## src/rtl/spike_decoder_pkg.sv

```systemverilog
// Shared types and constants for the spike class decoder: FSM state encoding
// and the character codes that map one-to-one onto the output neurons.
package spike_decoder_pkg;

   typedef enum logic [2:0] {
      ST_IDLE    = 3'd0,
      ST_SETTLE  = 3'd1,
      ST_COUNT   = 3'd2,
      ST_COMPARE = 3'd3,
      ST_DONE    = 3'd4
   } state_t;

   localparam logic [1:0] CHAR_A = 2'b00;
   localparam logic [1:0] CHAR_J = 2'b01;
   localparam logic [1:0] CHAR_N = 2'b10;
   localparam logic [1:0] CHAR_X = 2'b11;

endpackage

```

## src/rtl/spike_edge_counter.sv

```systemverilog
// One neuron lane: synchronizes an asynchronous spike line, detects 0->1
// transitions of the synchronized signal and counts them with saturation.
// clr has priority over en; the edge detector keeps tracking while disabled so
// a line that is already high when counting opens does not count as a spike.
module spike_edge_counter #(
   parameter int CNT_W       = 16,
   parameter int SYNC_STAGES = 2
) (
   input  logic             clk,
   input  logic             rst_n,
   input  logic             spike,
   input  logic             clr,
   input  logic             en,
   output logic [CNT_W-1:0] count
);

   logic [SYNC_STAGES-1:0] sync_q;
   logic                   prev_q;
   logic                   sync_out;
   logic                   rise;

   assign sync_out = sync_q[SYNC_STAGES-1];
   assign rise     = sync_out & ~prev_q;

   // Synchronizer chain plus one extra flop holding the previous synchronized value.
   always_ff @(posedge clk or negedge rst_n) begin
      if (!rst_n) begin
         sync_q <= '0;
         prev_q <= 1'b0;
      end else begin
         sync_q[0] <= spike;
         for (int i = 1; i < SYNC_STAGES; i++) begin
            sync_q[i] <= sync_q[i-1];
         end
         prev_q <= sync_out;
      end
   end

   // Saturating spike counter, cleared at the start of each classification.
   always_ff @(posedge clk or negedge rst_n) begin
      if (!rst_n) begin
         count <= '0;
      end else if (clr) begin
         count <= '0;
      end else if (en && rise && (count != {CNT_W{1'b1}})) begin
         count <= count + 1'b1;
      end
   end

endmodule

```

## src/rtl/spike_class_decoder.sv

```systemverilog
// Spike class decoder: after an accepted start it waits out a settle period,
// counts synchronized rising edges per neuron for a fixed window, then scans
// the counters one per cycle to find the winning neuron (lowest index on tie)
// and reports winner/count/tie/match with a one-cycle done pulse.
// Handshake: start is honoured only while idle and not in the done cycle;
// busy is high from the cycle after an accepted start until done pulses, and
// results hold until the next done.
module spike_class_decoder
   import spike_decoder_pkg::*;
#(
   parameter int NUM_NEURONS   = 4,
   parameter int WINDOW_CYCLES = 1000,
   parameter int SETTLE_CYCLES = 16,
   parameter int CNT_W         = 16,
   parameter int SYNC_STAGES   = 2
) (
   input  logic                   clk,
   input  logic                   rst_n,
   input  logic                   start,
   input  logic [1:0]             expected_char,
   input  logic [NUM_NEURONS-1:0] spikes,
   output logic                   busy,
   output logic                   done,
   output logic [1:0]             winner,
   output logic [CNT_W-1:0]       win_count,
   output logic                   tie,
   output logic                   match
);

   localparam int SET_W = (SETTLE_CYCLES > 0) ? $clog2(SETTLE_CYCLES + 1) : 1;
   localparam int WIN_W = $clog2(WINDOW_CYCLES + 1);
   localparam int IDX_W = (NUM_NEURONS > 1) ? $clog2(NUM_NEURONS) : 1;

   localparam logic [SET_W-1:0] SET_LAST = SET_W'((SETTLE_CYCLES > 0) ? SETTLE_CYCLES - 1 : 0);
   localparam logic [WIN_W-1:0] WIN_LAST = WIN_W'(WINDOW_CYCLES - 1);
   localparam logic [IDX_W-1:0] IDX_LAST = IDX_W'(NUM_NEURONS - 1);

   state_t             state;
   logic [SET_W-1:0]   settle_cnt;
   logic [WIN_W-1:0]   win_cnt;
   logic [IDX_W-1:0]   cmp_idx;
   logic [IDX_W-1:0]   max_idx;
   logic [CNT_W-1:0]   max_cnt;
   logic               tie_q;
   logic [1:0]         exp_char_q;
   logic               accept;
   logic               count_en;
   logic [CNT_W-1:0]   counts [NUM_NEURONS];
   logic [CNT_W-1:0]   cur_cnt;

   // A start landing in the done cycle is dropped even though state is already IDLE.
   assign accept   = (state == ST_IDLE) && start && !done;
   assign count_en = (state == ST_COUNT);
   assign cur_cnt  = counts[cmp_idx];

   for (genvar g = 0; g < NUM_NEURONS; g++) begin : g_lane
      spike_edge_counter #(
         .CNT_W       (CNT_W),
         .SYNC_STAGES (SYNC_STAGES)
      ) u_lane (
         .clk   (clk),
         .rst_n (rst_n),
         .spike (spikes[g]),
         .clr   (accept),
         .en    (count_en),
         .count (counts[g])
      );
   end

   // Control FSM with settle/window timers, sequential argmax and registered outputs.
   always_ff @(posedge clk or negedge rst_n) begin
      if (!rst_n) begin
         state      <= ST_IDLE;
         settle_cnt <= '0;
         win_cnt    <= '0;
         cmp_idx    <= '0;
         max_idx    <= '0;
         max_cnt    <= '0;
         tie_q      <= 1'b0;
         exp_char_q <= 2'b00;
         busy       <= 1'b0;
         done       <= 1'b0;
         winner     <= 2'b00;
         win_count  <= '0;
         tie        <= 1'b0;
         match      <= 1'b0;
      end else begin
         done <= 1'b0;
         case (state)
            ST_IDLE: begin
               if (accept) begin
                  exp_char_q <= expected_char;
                  busy       <= 1'b1;
                  settle_cnt <= '0;
                  win_cnt    <= '0;
                  state      <= (SETTLE_CYCLES > 0) ? ST_SETTLE : ST_COUNT;
               end
            end
            ST_SETTLE: begin
               if (settle_cnt == SET_LAST) begin
                  state <= ST_COUNT;
               end else begin
                  settle_cnt <= settle_cnt + 1'b1;
               end
            end
            ST_COUNT: begin
               if (win_cnt == WIN_LAST) begin
                  cmp_idx <= '0;
                  max_idx <= '0;
                  max_cnt <= '0;
                  tie_q   <= 1'b0;
                  state   <= ST_COMPARE;
               end else begin
                  win_cnt <= win_cnt + 1'b1;
               end
            end
            ST_COMPARE: begin
               // Starting from max=0, an all-zero bank ends with tie set and winner 0.
               if (cur_cnt > max_cnt) begin
                  max_cnt <= cur_cnt;
                  max_idx <= cmp_idx;
                  tie_q   <= 1'b0;
               end else if (cur_cnt == max_cnt) begin
                  tie_q <= 1'b1;
               end
               if (cmp_idx == IDX_LAST) begin
                  state <= ST_DONE;
               end else begin
                  cmp_idx <= cmp_idx + 1'b1;
               end
            end
            ST_DONE: begin
               done      <= 1'b1;
               busy      <= 1'b0;
               winner    <= 2'(max_idx);
               win_count <= max_cnt;
               tie       <= tie_q;
               match     <= (2'(max_idx) == exp_char_q) && !tie_q;
               state     <= ST_IDLE;
            end
            default: begin
               state <= ST_IDLE;
            end
         endcase
      end
   end

endmodule

```

## config.mk

```make
export PLATFORM = sky130hd
export DESIGN_NAME = spike_class_decoder
export DESIGN_NICKNAME = d
export VERILOG_FILES = /design/src/rtl/spike_decoder_pkg.sv /design/src/rtl/spike_edge_counter.sv /design/src/rtl/spike_class_decoder.sv
export SDC_FILE = /design/constraint.sdc
export NUM_CORES = 1
export LEC_CHECK = 0
export BUFFER_PORTS_ARGS = -buffer_cell sky130_fd_sc_hd__buf_4
export CAP_MARGIN = 20
export CORE_MARGIN = 1
export CORE_UTILIZATION = 45
export DETAILED_ROUTE_END_ITERATION = 12
export PLACE_DENSITY = 0.71
export SLEW_MARGIN = 40
export SYNTH_ARGS = -nofsm -noshare
export SYNTH_HDL_FRONTEND = slang
export SYNTH_SLANG_ARGS = --single-unit
export TNS_END_PERCENT = 1
```

## constraint.sdc

```tcl
create_clock -name clk -period 7.3 [get_ports clk]
set_input_delay 0.73 -clock clk [delete_from_list [all_inputs] [get_ports clk]]
set_output_delay 0.73 -clock clk [all_outputs]
set_load 0.02 [all_outputs]
```

# ---- After elaboration in Yosys (flattened, before gate mapping)
# Cells that the tools add are included.
dict set report totals {
  output_inout_bits 22
  inputBits 9
  reg_bits 139
}
dict set report classes {
  n_lt_le_gt_ge 2
  mux 37
  n_eq_ne 22
  bitwise 9
  reduce_logical 30
  n_addsub 7
}
# op count
set op_table {}
lappend op_table {{$mux 16} 12}
lappend op_table {{$add 16x1->16 const B} 4}
lappend op_table {{$ne 16x16->1 const B} 4}
lappend op_table {{$bmux 16 s2} 1}
lappend op_table {{$pmux 16 s2} 1}
lappend op_table {{$mux 10} 2}
lappend op_table {{$pmux 10 s2} 1}
lappend op_table {{$eq 16x16->1} 1}
lappend op_table {{$gt 16x16->1} 1}
lappend op_table {{$ne 2x2->1 const B} 8}
lappend op_table {{$reduce_bool 2->1} 8}
lappend op_table {{$reduce_and 3->1} 5}
lappend op_table {{$mux 3} 4}
lappend op_table {{$pmux 3 s4} 1}
lappend op_table {{$logic_and 1x1->1} 11}
lappend op_table {{$add 10x1->10 const B} 1}
lappend op_table {{$eq 10x10->1 const B} 1}
lappend op_table {{$mux 5} 2}
lappend op_table {{$pmux 5 s2} 1}
lappend op_table {{$pmux 2 s2} 2}
lappend op_table {{$eq 3x2->1 const B} 2}
lappend op_table {{$mux 2} 3}
lappend op_table {{$add 5x1->5 const B} 1}
lappend op_table {{$eq 5x4->1 const B} 1}
lappend op_table {{other kinds (16)} 29}

# ---- Longest topological paths before layout
# Gate-level depths: netlist of run 1.
dict set report logic_depth {
  depth_word 8
  depth_mapped 12
}

# ---- By module
# A second synthesis of run 1 with hierarchy kept.
dict set report unflattened {
  hier_cells 737
  hier_area_um2 7652.3
}
# module instances cells_each area_each_um2
set by_module_without_submodules {}
lappend by_module_without_submodules {spike_edge_counter 4 104 1018.5}
lappend by_module_without_submodules {spike_class_decoder 1 321 3578.4}

# ---- Worst setup path before layout of run 1
# No wires, ideal clock.
dict set report synth_timing {
  path_kind {reg2reg}
  from {reg cmp_idx[0]}
  to {reg max_idx[1]}
  path_stages_with_launch 10
  t_required_ns 7.179
  t_arrival_ns 3.331
  setup_slack_ns 3.848
  synth_period_minus_slack_ns 3.452
  path_buffers 2
  setup_ns 0.121
  path_cell_list {dfrtp_1 clkbuf_1 mux4_2 ha_1 a21oi_1 o21ai_0 a2111oi_0 a2111oi_2 clkbuf_1 a22o_1}
}
dict set report synth_between {
  elab_chain_len 7
}
# element line_no
set synth_lines {}
lappend synth_lines {{start: declaration} spike_class_decoder.sv:41} ;# logic [IDX_W-1:0] cmp_idx;
lappend synth_lines {{start signal: assignment} spike_class_decoder.sv:129} ;# cmp_idx <= cmp_idx + 1'b1;
lappend synth_lines {{$not 2->3 (implied by the code)} spike_class_decoder.sv:54} ;# assign cur_cnt = counts[cmp_idx];
lappend synth_lines {{$bmux 16 s2} spike_class_decoder.sv:54}
lappend synth_lines {{$mux 16 (implied by the code) (2 in series)} spike_class_decoder.sv:54}
lappend synth_lines {{$gt 16x16->1} spike_class_decoder.sv:119} ;# if (cur_cnt > max_cnt) begin
lappend synth_lines {{$ne 2x2->1 (no line)} n/a}
lappend synth_lines {{$reduce_and 3->1 (no line)} n/a}
lappend synth_lines {{end signal: assignment} spike_class_decoder.sv:121} ;# max_idx <= cmp_idx;
lappend synth_lines {{end: declaration} spike_class_decoder.sv:42} ;# logic [IDX_W-1:0] max_idx;
# Every way passes these cells. The select of a mux whose other input is x is not followed.
# A chain may end at the register's enable or synchronous reset.

# ---- Final worst setup path of run 1
dict set report layout_timing {
  from {reg cmp_idx[1]}
  to {reg max_cnt[11]}
}
dict set report layout_between {
  elab_chain_len 7
  word_cells_on_any_way 9
  classes_between {order compare: 1; eq/ne: 1; mux: 5; bitwise: 1; reduce/logical: 1}
}
# element line_no
set layout_lines {}
lappend layout_lines {{$not 2->3 (implied by the code) *} spike_class_decoder.sv:54}
lappend layout_lines {{$bmux 16 s2 *} spike_class_decoder.sv:54}
lappend layout_lines {{$mux 16 (implied by the code) * (2 in series)} spike_class_decoder.sv:54}
lappend layout_lines {{$gt 16x16->1} spike_class_decoder.sv:119}
lappend layout_lines {{$ne 2x2->1 (no line)} n/a}
lappend layout_lines {{$reduce_and 3->1 (no line)} n/a}
lappend layout_lines {{end signal: assignment} spike_class_decoder.sv:120} ;# max_cnt <= cur_cnt;
lappend layout_lines {{end: declaration} spike_class_decoder.sv:43} ;# logic [CNT_W-1:0] max_cnt;
# Mark *: on every way between the ends. The rest lies on a longest branch, timed or not. The select of a mux whose other input is x is not followed.

==> metrics.txt, run 1 <==
status=finished, final reports clean; Distinct cells, synth=54; CTS tree=built; RSZ-0062 raised after global routing=no; Top Family by Delay on Critical Path=compound AO/OA/AOI/OAI gates; sum of negative setup slack=0 ns; routability cong.=0.8869; measured slew at the worst slew-check pin=0.8039 ns; DR vias=5405; Fmax achieved=0.2802 GHz; ant diodes=0; Hold Vio Cnt, Final=0; detailed-placement wirelength estimate=11.19 mm; crit path buf inv count=0; pin count of the biggest net entering global routing=71; total power=2.299 mW; Fin Hold WS=0.3034 ns; CTS hold repair buffers=0; Seq/Total Area, Yosys=48.83%; DRT Pass-1 Iters=5; yosys warns=0; vias in the first global route=5281; DP Cell Count=900; Primary FF master, synth=dfrtp_1; Pwr per Cell Area=280.5 nW/µm²; clk buf depth=2; initial core utilization=46.51%; Worst-path clk slew=0.06 ns; Worst Hold Class=input port to asynchronous set/reset pin; Post-Route Utilization=53.51%; pre-CTS setup slack=3.800 ns; vias per inst=5.806; CP max-delay cell=dfrtp_1; CP Cell Sequence=mux4_2, ha_1, a21boi_0, a2111oi_1, a211o_1, a22o_1; Post-synth EDFFs=0; H-tree depth=4; Die X-Extent=127.8 µm; TritonCTS Sinks=139; Detailed Route Iter0 Violations=440; Core ar.=15310 µm²; post-CTS resize count=0; Layout area overhead=15.05%; I/O pins=31; Final Max Tran Viols=0; Setup CP Type=register to register; layout cell share with drive strength beyond 1=15.42%; synthesized area per cell=10.51 µm²; Die H=127.8 µm; Root Buffer=clkbuf_16; Post-Layout Cell Count=931; row count=45; first-pass GRT wire length=26.51 mm; PortBufs=30; DRC viols=0; Fillers=1294; Worst Setup Start Kind=register; crit-path max FO=20; initial antenna violation count=0; Max VDD drop=0.1798 mV; Final Cycle Share=48.89%; Req. time, crit path=7.66 ns; Worst slew margin=46.01%; Final Skew=0.007821 ns; CP endpoint kind=register; Tmin final=3.569 ns; mapped cell area=7123 µm²; Routed Antenna Nets=0; total die area=16340 µm²; Final #Nets=741; total grt overflow=0; Post-CTS Setup Inserts=0; Post-Route WL=15.82 mm; Synth Register Bits=139; final instance area=8195 µm²; post-place instance area=7590 µm²; maxcap violations=0; clock insertion delay at the later pin of the skew report=0.43 ns; Routed wire per std cell=16.99 µm; slowest stage delay, CP=0.87 ns; synthesized instance count=678; leakage power=3.558 nW; final setup margin=3.731 ns; All-Layer GR Usage=21.24%; asr flop ratio synth=100.0%; CTS Buf Count=17; Finish-stage setup viols=0; Syn Nets=711; Worst Path Arrival=3.93 ns
## sequential cells by signal (all words and copies together) (netlist names), 2 cells and up
register and flops:
g_lane.u_lane.count 64, max_cnt 16, win_count 16, win_cnt 10
g_lane.u_lane.sync_q 8, settle_cnt 5, g_lane.u_lane.prev_q 4, state 3
cmp_idx 2, exp_char_q 2, max_idx 2, winner 2
## cell families (layout without fill, tap and decap cells)
group / count (synthesis) / count (layout) / share of synthesized area [%]
flip-flops: 139 / 139 / 48.83
multiplexers: 44 / 44 / 9.345
XOR/XNOR: 40 / 40 / 4.918
AO/OA/AOI/OAI: 112 / 112 / 10.28
AND/OR/NAND/NOR: 269 / 269 / 19.71
adder cells (fa/ha/maj): 24 / 24 / 4.216
buffers and inverters: 50 / 92 / 2.705
## report_power, final
part	switching [mW]	leakage [nW]	internal (mW)	total, mW
Combinational	0.243	1.40	0.197	0.440
Sequential	0.115	1.87	0.878	0.993
Clock	0.323	0.286	0.543	0.866
## layer usage
layer	track usage, %	up-vias	wire length [µm]
li1	-	2548	-
met3	4.925	39	762
met1	27.14	2649	7022
met4	10.17	0	497
met2	34.11	169	7538
met5	0	-	0
## Yosys cell counts, drive strengths merged, types with 11 or more instances
library cell  number  area share [%]
xnor2             29             3.6
a22o              18             2.2
mux2              20             3.2
ha                24             4.2
or3               17             1.5
clkbuf            16            0.84
nand2             63             3.3
nand4             18             1.6
dfrtp            139              49
a21oi             34             2.4
nand3             25             1.8
nor3              23             1.6
mux4              16             5.1
xor2              11             1.4
o21ai             28             2.0
inv               26             1.4
nor2              55             2.9
## worst register-to-register path, delay by kind of cell (launching register included)
kind	cells	cell delay, ns
multiplexers	1	0.62
AO/OA/AOI/OAI	4	1.69
adder cells (fa/ha/maj)	1	0.32
flip-flops	1	0.87
## final cells by class
type	count	area, µm²	area share, %
multi-input cells	489	3492	42.61
flip-flops and latches	139	3478	42.44
clock buffers	20	446.7	5.450
repair buffers	35	270.3	3.298
well taps	211	264.0	3.221
clock inverters	11	146.4	1.786
inverters	26	97.59	1.191
## cells in the final DEF (no fill, tap or decap), types with 9 or more instances in the layout
cell type,n
a21oi_1,34
a22o_1,18
and4_1,9
buf_4,33
clkbuf_16,17
dfrtp_1,139
ha_1,24
inv_1,26
mux2_2,20
mux4_2,16
nand2_1,63
nand3_1,25
nand4_1,18
nor2_1,55
nor3_1,23
nor4_1,9
o21ai_0,27
or3_1,17
xnor2_1,29
xor2_1,11
## final timing paths
check                                           start                          to  slack (ns)  cells past startpoint
max in group asynchronous                       rst_n   g_lane[2].u_lane.count[6]        5.93                      2
min reg2reg                g_lane[2].u_lane.sync_q[0]  g_lane[2].u_lane.sync_q[1]        0.35                      0
max                                        cmp_idx[1]                 max_cnt[11]        3.73                      6
min in group clk           g_lane[2].u_lane.sync_q[0]  g_lane[2].u_lane.sync_q[1]        0.35                      0
min                                             rst_n               settle_cnt[1]        0.30                      1
max reg2reg                                cmp_idx[1]                 max_cnt[11]        3.73                      6
Note: power is estimated with default switching activity, not from simulation.
==> inputs of run 2 (changes only) <==
clock period = 3.63 ns   (was 7.3 ns; I/O delays follow)
==> run 2 against run 1 <==
Against the previous run:
- the flow now finishes with violations (hold timing)
- highest routed layer unchanged
- critical path type unchanged
- die area stayed put
- sequential cell count stayed put
- cell area is 0.32% higher
==> metrics.txt, run 2 (synthesis results as in run 1) <==
FF-to-FF Start=cmp_idx[0]; biggest regs=g_lane.u_lane.count (64), max_cnt (16), win_count (16); leakage power=3.566 nW; Die X-Extent=127.8 µm; Setup CP Type=register to register; total die area=16340 µm²; Tmin final=3.255 ns; clock insertion delay at the later pin of the skew report=0.43 ns; total grt overflow=0; Fillers=1297; Worst slew margin=50.17%; CP endpoint kind=register; Final #Nets=747; Routed wire per std cell=17.10 µm; Fin Hold WS=-0.01487 ns; sum of negative setup slack=0 ns; Worst-path clk slew=0.06 ns; initial core utilization=46.51%; clk buf depth=2; crit path from=cmp_idx[0]; H-tree depth=4; CTS Buf Count=17; Root Buffer=clkbuf_16; Post-Layout Cell Count=938; Post-Route WL=16.04 mm; Hold Vio Cnt, Final=7; status=finished with violations; first-pass GRT wire length=26.78 mm; pre-CTS setup slack=0.2273 ns; Routed Antenna Nets=0; vias per inst=5.833; commonest non-fill, non-tap cell in the layout=dfrtp_1; Die H=127.8 µm; measured slew at the worst slew-check pin=0.7457 ns; Final Skew=0.01058 ns; DR vias=5471; routability cong.=0.9344; R2R cell count=8; PortBufs=30; pin count of the biggest net entering global routing=92; total power=4.610 mW; Largest register FFs=64; crit-path max FO=18; I/O pins=31; register area=3480 µm²; layout cell share with drive strength beyond 1=16.64%; Max VDD drop=0.3336 mV; Final Cycle Share=89.66%; DP Cell Count=906; failing checks=hold timing; Detailed Route Iter0 Violations=464; Worst Setup Start Kind=register; TritonCTS Sinks=139; Biggest register=g_lane.u_lane.count; All-Layer GR Usage=21.35%; Core ar.=15310 µm²; post-place instance area=7621 µm²; Finish-stage setup viols=0; initial antenna violation count=0; Pwr per Cell Area=560.7 nW/µm²; Post-Route Utilization=53.68%; Layout area overhead=15.42%; CTS tree=built; Fmax achieved=0.3073 GHz; DRC viols=0; Req. time, crit path=3.94 ns; RSZ-0062 raised after global routing=no; multi-input combinational cell area=3482 µm²; row count=45; Worst Path Arrival=3.57 ns; reg-to-reg slack, setup=0.38 ns; maxcap violations=0; vias in the first global route=5375; DRT Pass-1 Iters=5; detailed-placement wirelength estimate=11.41 mm; final setup margin=0.3754 ns; final instance area=8222 µm²; most frequent cells in the layout=138 x dfrtp_1, 63 x nand2_1, 55 x nor2_1; Worst Setup EP=max_cnt[2]; Worst Hold Class=input port to asynchronous set/reset pin; Final Max Tran Viols=0; ant diodes=0; reg2reg end=max_cnt[2]
-- run 2: cell types whose count changed in the layout (fill, tap and decap cells not counted), sizes merged --
cell	delta
inv	+5
buf	+5
clkinv	-1
bufinv	-2
-- run 2: repair_timing --
item                       4_1_cts  5_1_grt
gates resized for setup          0        1
setup buffers                    0        0
setup endpoints to repair        0       18
hold buffers                     0        0
-- run 2: layout make-up --
type,instances,area share [%]
clock buffers,19,5.509
clock inverters,13,1.598
inverters,26,1.187
multi-input cells,489,42.35
flip-flops and latches,139,42.32
well taps,211,3.211
repair buffers,41,3.820
-- run 2: critical path: stages, from the launching register on --
cell and delay [ns]:
dfrtp_2 0.57, buf_4 0.24, mux4_2 0.55, ha_1 0.34, nand4_1 0.16, a211oi_1 0.20, o21ai_0 0.22, a211o_1 0.53
a22o_1 0.32
-- run 2: layer usage --
metal / track usage [%] / routed length, µm / up-vias / part of all wire (%)
met5: 0 / 0 / - / 0
met4: 12.32 / 595 / 0 / 3.7
met3: 4.591 / 958 / 36 / 6.0
met2: 33.02 / 7599 / 202 / 47
met1: 27.83 / 6884 / 2656 / 43
li1: - / - / 2577 / -
-- run 2: how the worst min path moves through the flow --
| stage | startpoint | end | slack, ns | cells past startpoint |
|---|---|---|---|---|
| 6_report | rst_n | settle_cnt[1] | -0.01 | 1 |
| 5_1_grt | rst_n | settle_cnt[1] | 0.02 | 1 |
| 4_1_cts | spikes[2] | g_lane[2].u_lane.sync_q[0] | 0.03 | 1 |
| 3_5_place_dp | g_lane[0].u_lane.sync_q[0] | g_lane[0].u_lane.sync_q[1] | 0.33 | 0 |
| 3_3_place_gp | g_lane[0].u_lane.sync_q[0] | g_lane[0].u_lane.sync_q[1] | 0.33 | 0 |
| 2_1_floorplan | rst_n | busy | 0.07 | 0 |
-- run 2: power by group --
part           total (mW)  leakage (nW)  internal [mW]  switching [mW]
Combinational       0.902          1.42          0.405           0.497
Clock                1.70         0.283          0.993           0.708
Sequential           2.01          1.87           1.76           0.242
==> inputs of run 3 (changes only) <==
BUFFER_PORTS_ARGS = -buffer_cell sky130_fd_sc_hd__buf_2   (was -buffer_cell sky130_fd_sc_hd__buf_4)
==> run 3 against run 2 <==
Against the previous run:
- the flow now finishes without violations
- power is 2.3% higher
- non-clock buffer count is 1 higher
- combinational power is 1% lower
- largest cell class unchanged
- highest routed layer unchanged
==> metrics.txt, run 3 (synthesis results as in run 1) <==
Root Buffer=clkbuf_16; Finish-stage setup viols=0; status=finished, final reports clean; DRC viols=0; CP max-delay cell=mux4_2; R2R cell count=8; Routed Antenna Nets=0; biggest regs=g_lane.u_lane.count (64), max_cnt (16), win_count (16); TritonCTS Sinks=139; Layout area overhead=15.65%; clock insertion delay at the later pin of the skew report=0.43 ns; RSZ-0062 raised after global routing=no; sum of negative setup slack=0 ns; Core ar.=15310 µm²; vias in the first global route=5322; initial core utilization=46.51%; Hold Vio Cnt, Final=0; post-place instance area=7570 µm²; routability cong.=0.8984; Die H=127.8 µm; crit-path max FO=18; Pwr per Cell Area=572.2 nW/µm²; Fmax achieved=0.3150 GHz; Tmin final=3.174 ns; Final Max Tran Viols=0; H-tree depth=4; total die area=16340 µm²; Final Cycle Share=87.45%; I/O pins=31; Worst Hold Class=input port to register; CP Cell Sequence=buf_4, mux4_2, ha_1, nand4_1, a211oi_1, o21ai_0, a211o_1, a22o_1; final instance area=8238 µm²; Worst slew margin=48.65%; pin count of the biggest net entering global routing=104; initial antenna violation count=0; detailed-placement wirelength estimate=11.27 mm; ant diodes=0; commonest non-fill, non-tap cell in the layout=dfrtp_1; CTS tree=built; clk buf depth=2; most frequent cells in the layout=138 x dfrtp_1, 63 x nand2_1, 55 x nor2_1; DRT Pass-1 Iters=5; Final Skew=0.009187 ns; Detailed Route Iter0 Violations=472; PortBufs=30; measured slew at the worst slew-check pin=0.7703 ns; Biggest register=g_lane.u_lane.count; Worst-path clk slew=0.06 ns; Post-Route WL=15.96 mm; Largest register FFs=64; maxcap violations=0; total grt overflow=0; Max VDD drop=0.3459 mV; Req. time, crit path=3.94 ns; CTS Buf Count=17; Final #Nets=748; Worst Path Arrival=3.49 ns; Die X-Extent=127.8 µm; Setup CP Type=register to register; Routed wire per std cell=17.01 µm; leakage power=3.590 nW; layout cell share with drive strength beyond 1=16.23%; vias per inst=5.823; DR vias=5462; first-pass GRT wire length=26.67 mm; All-Layer GR Usage=21.27%; CP endpoint kind=register; slowest stage delay, CP=0.56 ns; Worst Setup Start Kind=register; row count=45; worst hold path cell count=1
-- run 3: cell count changes in the layout (fill, tap and decap cells not counted), moves of 3 or more --
cell | before | now
inv_6 | 4 | 0
buf_4 | 40 | 8
bufinv_16 | 1 | 4
buf_2 | 0 | 29
-- run 3: cell type report --
cell class / count / area [µm²]
inverters: 26 / 97.59
multi-input cells: 489 / 3482
clock inverters: 11 / 170.2
repair buffers: 42 / 297.8
fillers: 1339 / 7077
flip-flops and latches: 139 / 3480
well taps: 211 / 264.0
clock buffers: 20 / 446.7
-- run 3: power breakdown --
group / total (mW) / leakage [nW] / internal [mW] / switching, mW
Clock: 1.82 / 0.292 / 1.16 / 0.660
Sequential: 2.00 / 1.87 / 1.76 / 0.237
Combinational: 0.891 / 1.43 / 0.395 / 0.496
Total: 4.71 / 3.59 / 3.32 / 1.39
-- run 3: worst paths after layout --
kind                                               to  slack [ns]                        from
max reg2reg                               max_cnt[11]        0.46                  cmp_idx[0]
min                        g_lane[0].u_lane.sync_q[0]        0.04                   spikes[0]
min reg2reg                g_lane[3].u_lane.sync_q[1]        0.35  g_lane[3].u_lane.sync_q[0]
max in group asynchronous  g_lane[1].u_lane.count[10]        2.59                       rst_n
min in group asynchronous               settle_cnt[0]        0.42                       rst_n
max                                       max_cnt[11]        0.46                  cmp_idx[0]
-- run 3: per-layer routing --
metal / routed length (µm) / GRT usage (%)
met1: 6991 / 27.93
met2: 7468 / 33.31
met3: 900 / 4.508
met4: 595 / 10.93
met5: 0 / 0
-- run 3: through the flow --
step / worst slack, ns / hold WS, ns / utilization (%) / total power, mW / cells
2_1_floorplan: 0.1776 / 0.06741 / - / 2.600 / 678
3_3_place_gp: 0.3595 / 0.3342 / 49.37 / 2.848 / 905
3_5_place_dp: 0.2455 / 0.3409 / 49.43 / 2.905 / 905
4_1_cts: 0.2223 / 0.006018 / 53.46 / 4.746 / 936
5_1_grt: 0.2184 / 0.03201 / 53.79 / 4.957 / 938
6_report: 0.4557 / 0.03961 / 53.79 / 4.714 / 938
-- run 3: repair_timing --
action	4_1_cts	5_1_grt
gates resized for setup	0	1
hold buffers	0	1
endpoints found under the setup margin	0	8
hold endpoints to repair	0	41
buffers inserted	0	0
-- run 3: critical path, delay by kind of cell (launching register included) --
kind	cells	cell delay, ns
adder cells (fa/ha/maj)	1	0.30
flip-flops	1	0.55
multiplexers	1	0.56
AO/OA/AOI/OAI	4	1.25
buffers and inverters	1	0.26
AND/OR/NAND/NOR	1	0.13
